<file path="config.mk">
export PLATFORM = sky130hd
export DESIGN_NAME = mem_port_arbiter
export DESIGN_NICKNAME = d
export VERILOG_FILES = /design/src/rtl/mem_port_arbiter.sv
export SDC_FILE = /design/constraint.sdc
export NUM_CORES = 1
export LEC_CHECK = 0
export ABC_AREA = 0
export ABC_CLOCK_PERIOD_IN_PS = 1530
export CORE_MARGIN = 5
export CORE_UTILIZATION = 39
export CTS_BUF_LIST = sky130_fd_sc_hd__clkbuf_2 sky130_fd_sc_hd__clkbuf_4 sky130_fd_sc_hd__clkbuf_8
export DETAILED_ROUTE_END_ITERATION = 12
export PLACE_DENSITY = 0.88
export RECOVER_POWER = 50
export SYNTH_ARGS = -nofsm -noshare
export SYNTH_HDL_FRONTEND = slang
export SYNTH_SLANG_ARGS = --single-unit
</file>
<file path="constraint.sdc">
create_clock -name clk -period 1.53 [get_ports clk]
set_input_delay 0.3825 -clock clk [delete_from_list [all_inputs] [get_ports clk]]
set_output_delay 0.3825 -clock clk [all_outputs]
set_load 0.02 [all_outputs]
</file>
<file path="src/rtl/mem_port_arbiter.sv">
// Single-port memory arbiter for the IF (fetch) and MEM (load/store) stages.
// Optional stall-cycle performance counters: define ARB_PERF_CNT_EN.
module mem_port_arbiter #(
    parameter int ADDR_WIDTH   = 32,
    parameter int DATA_WIDTH   = 32,
    parameter int STARVE_LIMIT = 4
) (
    input  logic                  clk,
    input  logic                  rst,
    input  logic                  if_req,
    input  logic [ADDR_WIDTH-1:0] if_addr,
    output logic [DATA_WIDTH-1:0] if_rdata,
    output logic                  if_ack,
    output logic                  if_stall,
    input  logic                  dm_req,
    input  logic                  dm_wen,
    input  logic [ADDR_WIDTH-1:0] dm_addr,
    input  logic [DATA_WIDTH-1:0] dm_wdata,
    output logic [DATA_WIDTH-1:0] dm_rdata,
    output logic                  dm_ack,
    output logic                  dm_stall,
    output logic                  mem_cs,
    output logic                  mem_we,
    output logic [ADDR_WIDTH-1:0] mem_addr,
    output logic [DATA_WIDTH-1:0] mem_din,
    input  logic [DATA_WIDTH-1:0] mem_dout,
    input  logic                  mem_ready
`ifdef ARB_PERF_CNT_EN
    ,
    output logic [31:0]           perf_if_stall,
    output logic [31:0]           perf_dm_stall
`endif
);

    typedef enum logic [1:0] {IDLE, ACC_IF, ACC_DM, DONE} state_t;

    localparam int               CNT_W      = $clog2(STARVE_LIMIT + 1);
    localparam logic [CNT_W-1:0] STARVE_MAX = CNT_W'(STARVE_LIMIT);

    state_t                  state_q, state_d;
    logic                    mem_cs_q, mem_cs_d;
    logic                    mem_we_q, mem_we_d;
    logic [ADDR_WIDTH-1:0]   mem_addr_q, mem_addr_d;
    logic [DATA_WIDTH-1:0]   mem_din_q, mem_din_d;
    logic [DATA_WIDTH-1:0]   if_rdata_q, if_rdata_d;
    logic [DATA_WIDTH-1:0]   dm_rdata_q, dm_rdata_d;
    logic                    if_ack_q, if_ack_d;
    logic                    dm_ack_q, dm_ack_d;
    logic [CNT_W-1:0]        starve_cnt_q, starve_cnt_d;

    logic grant_dm;
    logic grant_if;
    logic dm_side;

    // Data wins a tie until fetch has been kept waiting STARVE_LIMIT cycles.
    assign grant_dm = (state_q == IDLE) && dm_req && (!if_req || (starve_cnt_q < STARVE_MAX));
    assign grant_if = (state_q == IDLE) && if_req && !grant_dm;
    // dm_ack_q is high in DONE exactly when the finished access was a data access.
    assign dm_side  = (state_q == ACC_DM) || ((state_q == DONE) && dm_ack_q);

    always_comb begin
        // NOTE: every signal gets its default first, so no branch can leave one unassigned and infer a latch.
        state_d      = state_q;
        mem_cs_d     = mem_cs_q;
        mem_we_d     = mem_we_q;
        mem_addr_d   = mem_addr_q;
        mem_din_d    = mem_din_q;
        if_rdata_d   = if_rdata_q;
        dm_rdata_d   = dm_rdata_q;
        if_ack_d     = 1'b0;
        dm_ack_d     = 1'b0;
        starve_cnt_d = starve_cnt_q;

        case (state_q)
            IDLE: begin
                if (grant_dm) begin
                    state_d    = ACC_DM;
                    mem_cs_d   = 1'b1;
                    mem_we_d   = dm_wen;
                    mem_addr_d = dm_addr;
                    mem_din_d  = dm_wdata;
                end else if (grant_if) begin
                    state_d    = ACC_IF;
                    mem_cs_d   = 1'b1;
                    mem_we_d   = 1'b0;
                    mem_addr_d = if_addr;
                end
            end
            ACC_IF: begin
                if (mem_ready) begin
                    state_d    = DONE;
                    mem_cs_d   = 1'b0;
                    if_rdata_d = mem_dout;
                    if_ack_d   = 1'b1;
                end
            end
            ACC_DM: begin
                if (mem_ready) begin
                    state_d  = DONE;
                    mem_cs_d = 1'b0;
                    mem_we_d = 1'b0;
                    dm_ack_d = 1'b1;
                    if (!mem_we_q) dm_rdata_d = mem_dout;
                end
            end
            DONE:    state_d = IDLE;
            default: state_d = IDLE;
        endcase

        if (!if_req || grant_if) begin
            starve_cnt_d = '0;
        end else if (dm_side && (starve_cnt_q != STARVE_MAX)) begin
            starve_cnt_d = starve_cnt_q + 1'b1;
        end
    end

    // NOTE: sequential state uses non-blocking assignments so every flop samples pre-edge values.
    always_ff @(posedge clk) begin
        if (rst) begin
            state_q      <= IDLE;
            mem_cs_q     <= 1'b0;
            mem_we_q     <= 1'b0;
            mem_addr_q   <= '0;
            mem_din_q    <= '0;
            if_rdata_q   <= '0;
            dm_rdata_q   <= '0;
            if_ack_q     <= 1'b0;
            dm_ack_q     <= 1'b0;
            starve_cnt_q <= '0;
        end else begin
            state_q      <= state_d;
            mem_cs_q     <= mem_cs_d;
            mem_we_q     <= mem_we_d;
            mem_addr_q   <= mem_addr_d;
            mem_din_q    <= mem_din_d;
            if_rdata_q   <= if_rdata_d;
            dm_rdata_q   <= dm_rdata_d;
            if_ack_q     <= if_ack_d;
            dm_ack_q     <= dm_ack_d;
            starve_cnt_q <= starve_cnt_d;
        end
    end

    assign mem_cs   = mem_cs_q;
    assign mem_we   = mem_we_q;
    assign mem_addr = mem_addr_q;
    assign mem_din  = mem_din_q;
    assign if_rdata = if_rdata_q;
    assign dm_rdata = dm_rdata_q;
    assign if_ack   = if_ack_q;
    assign dm_ack   = dm_ack_q;
    assign if_stall = if_req & ~if_ack_q;
    assign dm_stall = dm_req & ~dm_ack_q;

`ifdef ARB_PERF_CNT_EN
    logic [31:0] perf_if_stall_q, perf_if_stall_d;
    logic [31:0] perf_dm_stall_q, perf_dm_stall_d;

    always_comb begin
        perf_if_stall_d = perf_if_stall_q;
        perf_dm_stall_d = perf_dm_stall_q;
        if (if_stall && (perf_if_stall_q != 32'hFFFF_FFFF)) perf_if_stall_d = perf_if_stall_q + 32'd1;
        if (dm_stall && (perf_dm_stall_q != 32'hFFFF_FFFF)) perf_dm_stall_d = perf_dm_stall_q + 32'd1;
    end

    always_ff @(posedge clk) begin
        if (rst) begin
            perf_if_stall_q <= '0;
            perf_dm_stall_q <= '0;
        end else begin
            perf_if_stall_q <= perf_if_stall_d;
            perf_dm_stall_q <= perf_dm_stall_d;
        end
    end

    assign perf_if_stall = perf_if_stall_q;
    assign perf_dm_stall = perf_dm_stall_q;
`endif

endmodule

</file>
==> summary by stage <==
Synth
The proportion of synthesized flip-flops having asynchronous set or reset is 0. The synthesis warning total is 0. Summing every instance area after synthesis gives ~5800 um2. The share of synthesized area in the top cell type comes to 0.474. The largest area contributor in the netlist is sky130_fd_sc_hd__dfxtp_1. The post-synthesis cell type count is 36.

After synthesis the netlist holds a flip-flop and latch count of roughly 140. After synthesis, the cell types taking the most area are sky130_fd_sc_hd__dfxtp_1 47%, sky130_fd_sc_hd__a21oi_1 8.7%, sky130_fd_sc_hd__nand2_1 8.7%. The commonest register cell after synthesis is sky130_fd_sc_hd__dfxtp_1. The number of flops mapped to enable cells by yosys is 0. After synthesis, the most frequently instantiated cells are 137 x sky130_fd_sc_hd__dfxtp_1, 134 x sky130_fd_sc_hd__nand2_1, 101 x sky130_fd_sc_hd__a21oi_1. For this run, the register share of the synthesized area comes to 0.474. After technology mapping, the gate count stands at a little under 700.

Dividing the synthesized area by the synthesized cell count gives between 8 and 9 um2. sky130_fd_sc_hd__dfxtp_1 is the most common cell in the netlist. The number of nets in the synthesized netlist is 820.

Clock tree
After clock tree synthesis, the clock-pin slew on the worst setup and hold paths is around 70 ps. No sink is reached through more buffers than the 2 on the longest clock path. TritonCTS built the clock tree. The clock reaches the later pin of the worst-skew pair after 430 ps. CTS placed an instance of sky130_fd_sc_hd__clkbuf_8 at the clock tree root. The CTS buffer count is 17. The CTS H-tree depth is 4. The number of clock sinks is 137.

Global route
The aggregate global routing overflow is 0. The initial antenna violation count is 0. The via count of the first global-routing pass came to roughly 5.6k. The pin count of the biggest net entering global routing is between 60 and 70. The all-layer global routing usage is 0.206. The wire length of the first global-routing pass is around 30000 um.

Pwr
The worst-case vdd ir drop is 1.14 mV. The power per cell area is about 1500 nW/um2. The leakage power is about 3.5 nW.

The final total power is around 13 mW.

Setup path
For this design, the slowest cell found on the critical path is sky130_fd_sc_hd__dlygate4sd2_1. The signal on the critical path passes through dlygate4sd2_1. The maximum cell stage delay along the critical path is between 300 and 400 ps. The family of cells with the greatest summed delay on the critical path is buffers and inverters. The worst setup path is launched from a flop. The worst path required time is roughly 1200 ps. In this run the worst path has a maximum fanout of 2. The type of destination of the critical path is an output pin. STA puts the critical path data arrival time at 1100 ps. The worst-case register-to-register setup slack is roughly 50 ps. The class of the most critical setup path is flop to output pin.

The launching element of the worst setup path is mem_addr[0]. The origin of the critical flop-to-flop path is state_q[0]. The buffer and inverter count on the worst path is 1.

Die
In this run the standard cell core region covers 14500 um2. The floorplan step set the die width to around 130 um. The die covers 17400 um2. The floorplan has 44 rows. For this configuration, the core starts out at a cell density of 0.398. The die is between 100 and 150 um tall. In this run the count of I/O pins placed on the die edge is 268.

Layout
Leaving out filler cells and counting taps, the final layout contains about 1.1k. For this run, the share of the core covered by cells in the final layout is 0.619. After the last flow step, the layout net total stands at 1069. The finished cells cover 9000 um2. Of the cells placed in the final design, the portion with a size suffix greater than 1 is 0.0925. The sequential standard cell area is about 2700 um2. The multi-input combinational cell area is 2660 um2. The area added between synthesis and finish is 55.7%. The diode insertion count for antenna repair is 0. The number of filler instances in the final layout is 1225.

Placed design
The HPWL after detailed placement is between 10000 and 15000 um. The congestion estimate from routability-driven global placement came to around 0.8. In this run the cell area measured after placement is between 8000 and 9000 um2. The number of cells in the design after placement is 1088. In this run the tool buffered the top-level ports with approximately 270 buffer cells.

Drt
After detailed routing, the average wire length per cell comes to ~17 um. The length of the first detailed-routing pass in iterations is 4. The first-iteration detailed-routing DRC count is 275. The total detailed-routing wirelength is a little under 20000 um.

The detailed-route via count is 5869. Dividing the detail-routed via count by the number of cells gives roughly 5.2. The post-route antenna net violation count is 0.

For this run, design rule violations remaining after detail routing come to 0.

STA
The final number of setup-violating endpoints is 0. The worst-case clock skew is ~9 ps. The worst pin sits at a relative slew slack of 0.743.

The total count of hold-check failures in the final report came to 0. For the pin with the worst max-slew slack, the measured transition is just under 400 ps. The number of max-slew violations in the final report is 0. Dividing the final minimum period by the clock period gives 0.972. The tightest hold path in the finished design has a slack of 384 ps. The highest clock frequency the design can meet is 0.673 GHz. For the finished layout, the period the worst path requires is between 1000 and 1500 ps.

Min path
In this run the most critical hold path is launched from rst. The worst hold-check path type is input port to flop.

Run status
The flow ran to the end, and the final reports show no timing, DRC or antenna violations.

Job
The max-cap check violation count is 0.
## stage by stage
stage	setup slack, ps	setup TNS [ps]
finish	43.1	0
global route	-8.13	-8.13
CTS	-5.14	-5.14
detailed placement	-577	-34890
global placement	-599	-32030
floorplan	5.85	0
## timing repair
action / in CTS / in global routing
gates resized for setup: 193 / 126
hold buffers: 0 / 0
endpoints found under the setup margin: 134 / 138
buffers inserted: 0 / 1
pin swaps: 1 / 2
cloned: 0 / 4
## state kept, by name (all words and copies together), names as in the netlist, 2 cells and up
register      flops
state_q           2
dm_rdata         32
starve_cnt_q      3
mem_addr         32
if_rdata         32
mem_din          32
## worst min-delay path, cell delays in order
cell and delay, ps:
sky130_fd_sc_hd__buf_2 130, sky130_fd_sc_hd__clkinv_1 110, sky130_fd_sc_hd__and3_1 160
## area by class of cell
class                   instances  share of cell area
inverters                      40              0.0167
clock inverters                10              0.0183
clock buffers                  22              0.0322
repair buffers                295               0.307
well taps                     184              0.0256
flip-flops and latches        137               0.305
multi-input cells             437               0.295
## metal layers
metal  vias up  part of all wire  global-route usage
met3        37             0.068              0.0573
met2       222              0.50               0.357
met5         -                 0                   0
met4         0             0.027              0.0766
li1       2861                 -                   -
met1      2749              0.40               0.243
## report_power, final
group	internal [mW]	switching, mW
Combinational	2.34	3.04
Clock	1.95	1.39
Sequential	4.26	0.337
Total	8.55	4.77
## layout by cell type, fill, tap and decap left out, drive strengths merged
cell and instances:
nand2b 34, o221ai 1, and3 1, nor3b 1, nor2 5, a221oi 1
a311oi 1, o2111ai 32, ha 7, and3b 1, bufinv 4, nor3 2
or2 1, dfxtp 137, a21oi 101, a21o 1, o21ai 35, clkdlybuf4s15 65
a32o 2, clkdlybuf4s50 130, o2111a 32, o21a 1, nand3 2, or3b 33
nand2 135, dlygate4sd2 24, and2 3, clkbuf 70, clkinvlp 3, clkinv 3
nand3b 1, inv 40, nor2b 1, mux2i 1, buf 28, o211ai 2
## final timing paths
| kind | end | depth (start not counted) |
|---|---|---|
| max | mem_addr[0] | 1 |
| min | dm_ack | 3 |
| max reg2reg | mem_addr[19] | 6 |
| min reg2reg | dm_rdata[17] | 2 |
## logic make-up (layout without fill, tap and decap cells)
kind of cell               count (synthesis)  count (layout)  share of synthesized area
AOI/OAI and AO/OA                        209             209                      0.242
adders and majority gates                  7               7                     0.0151
buffers and inverters                    105             367                     0.0753
DFF                                      137             137                      0.474
muxes                                      1               1                    0.00173
and+or+nand+nor                          220             220                      0.192
Power figures use the tool's default switching activity.
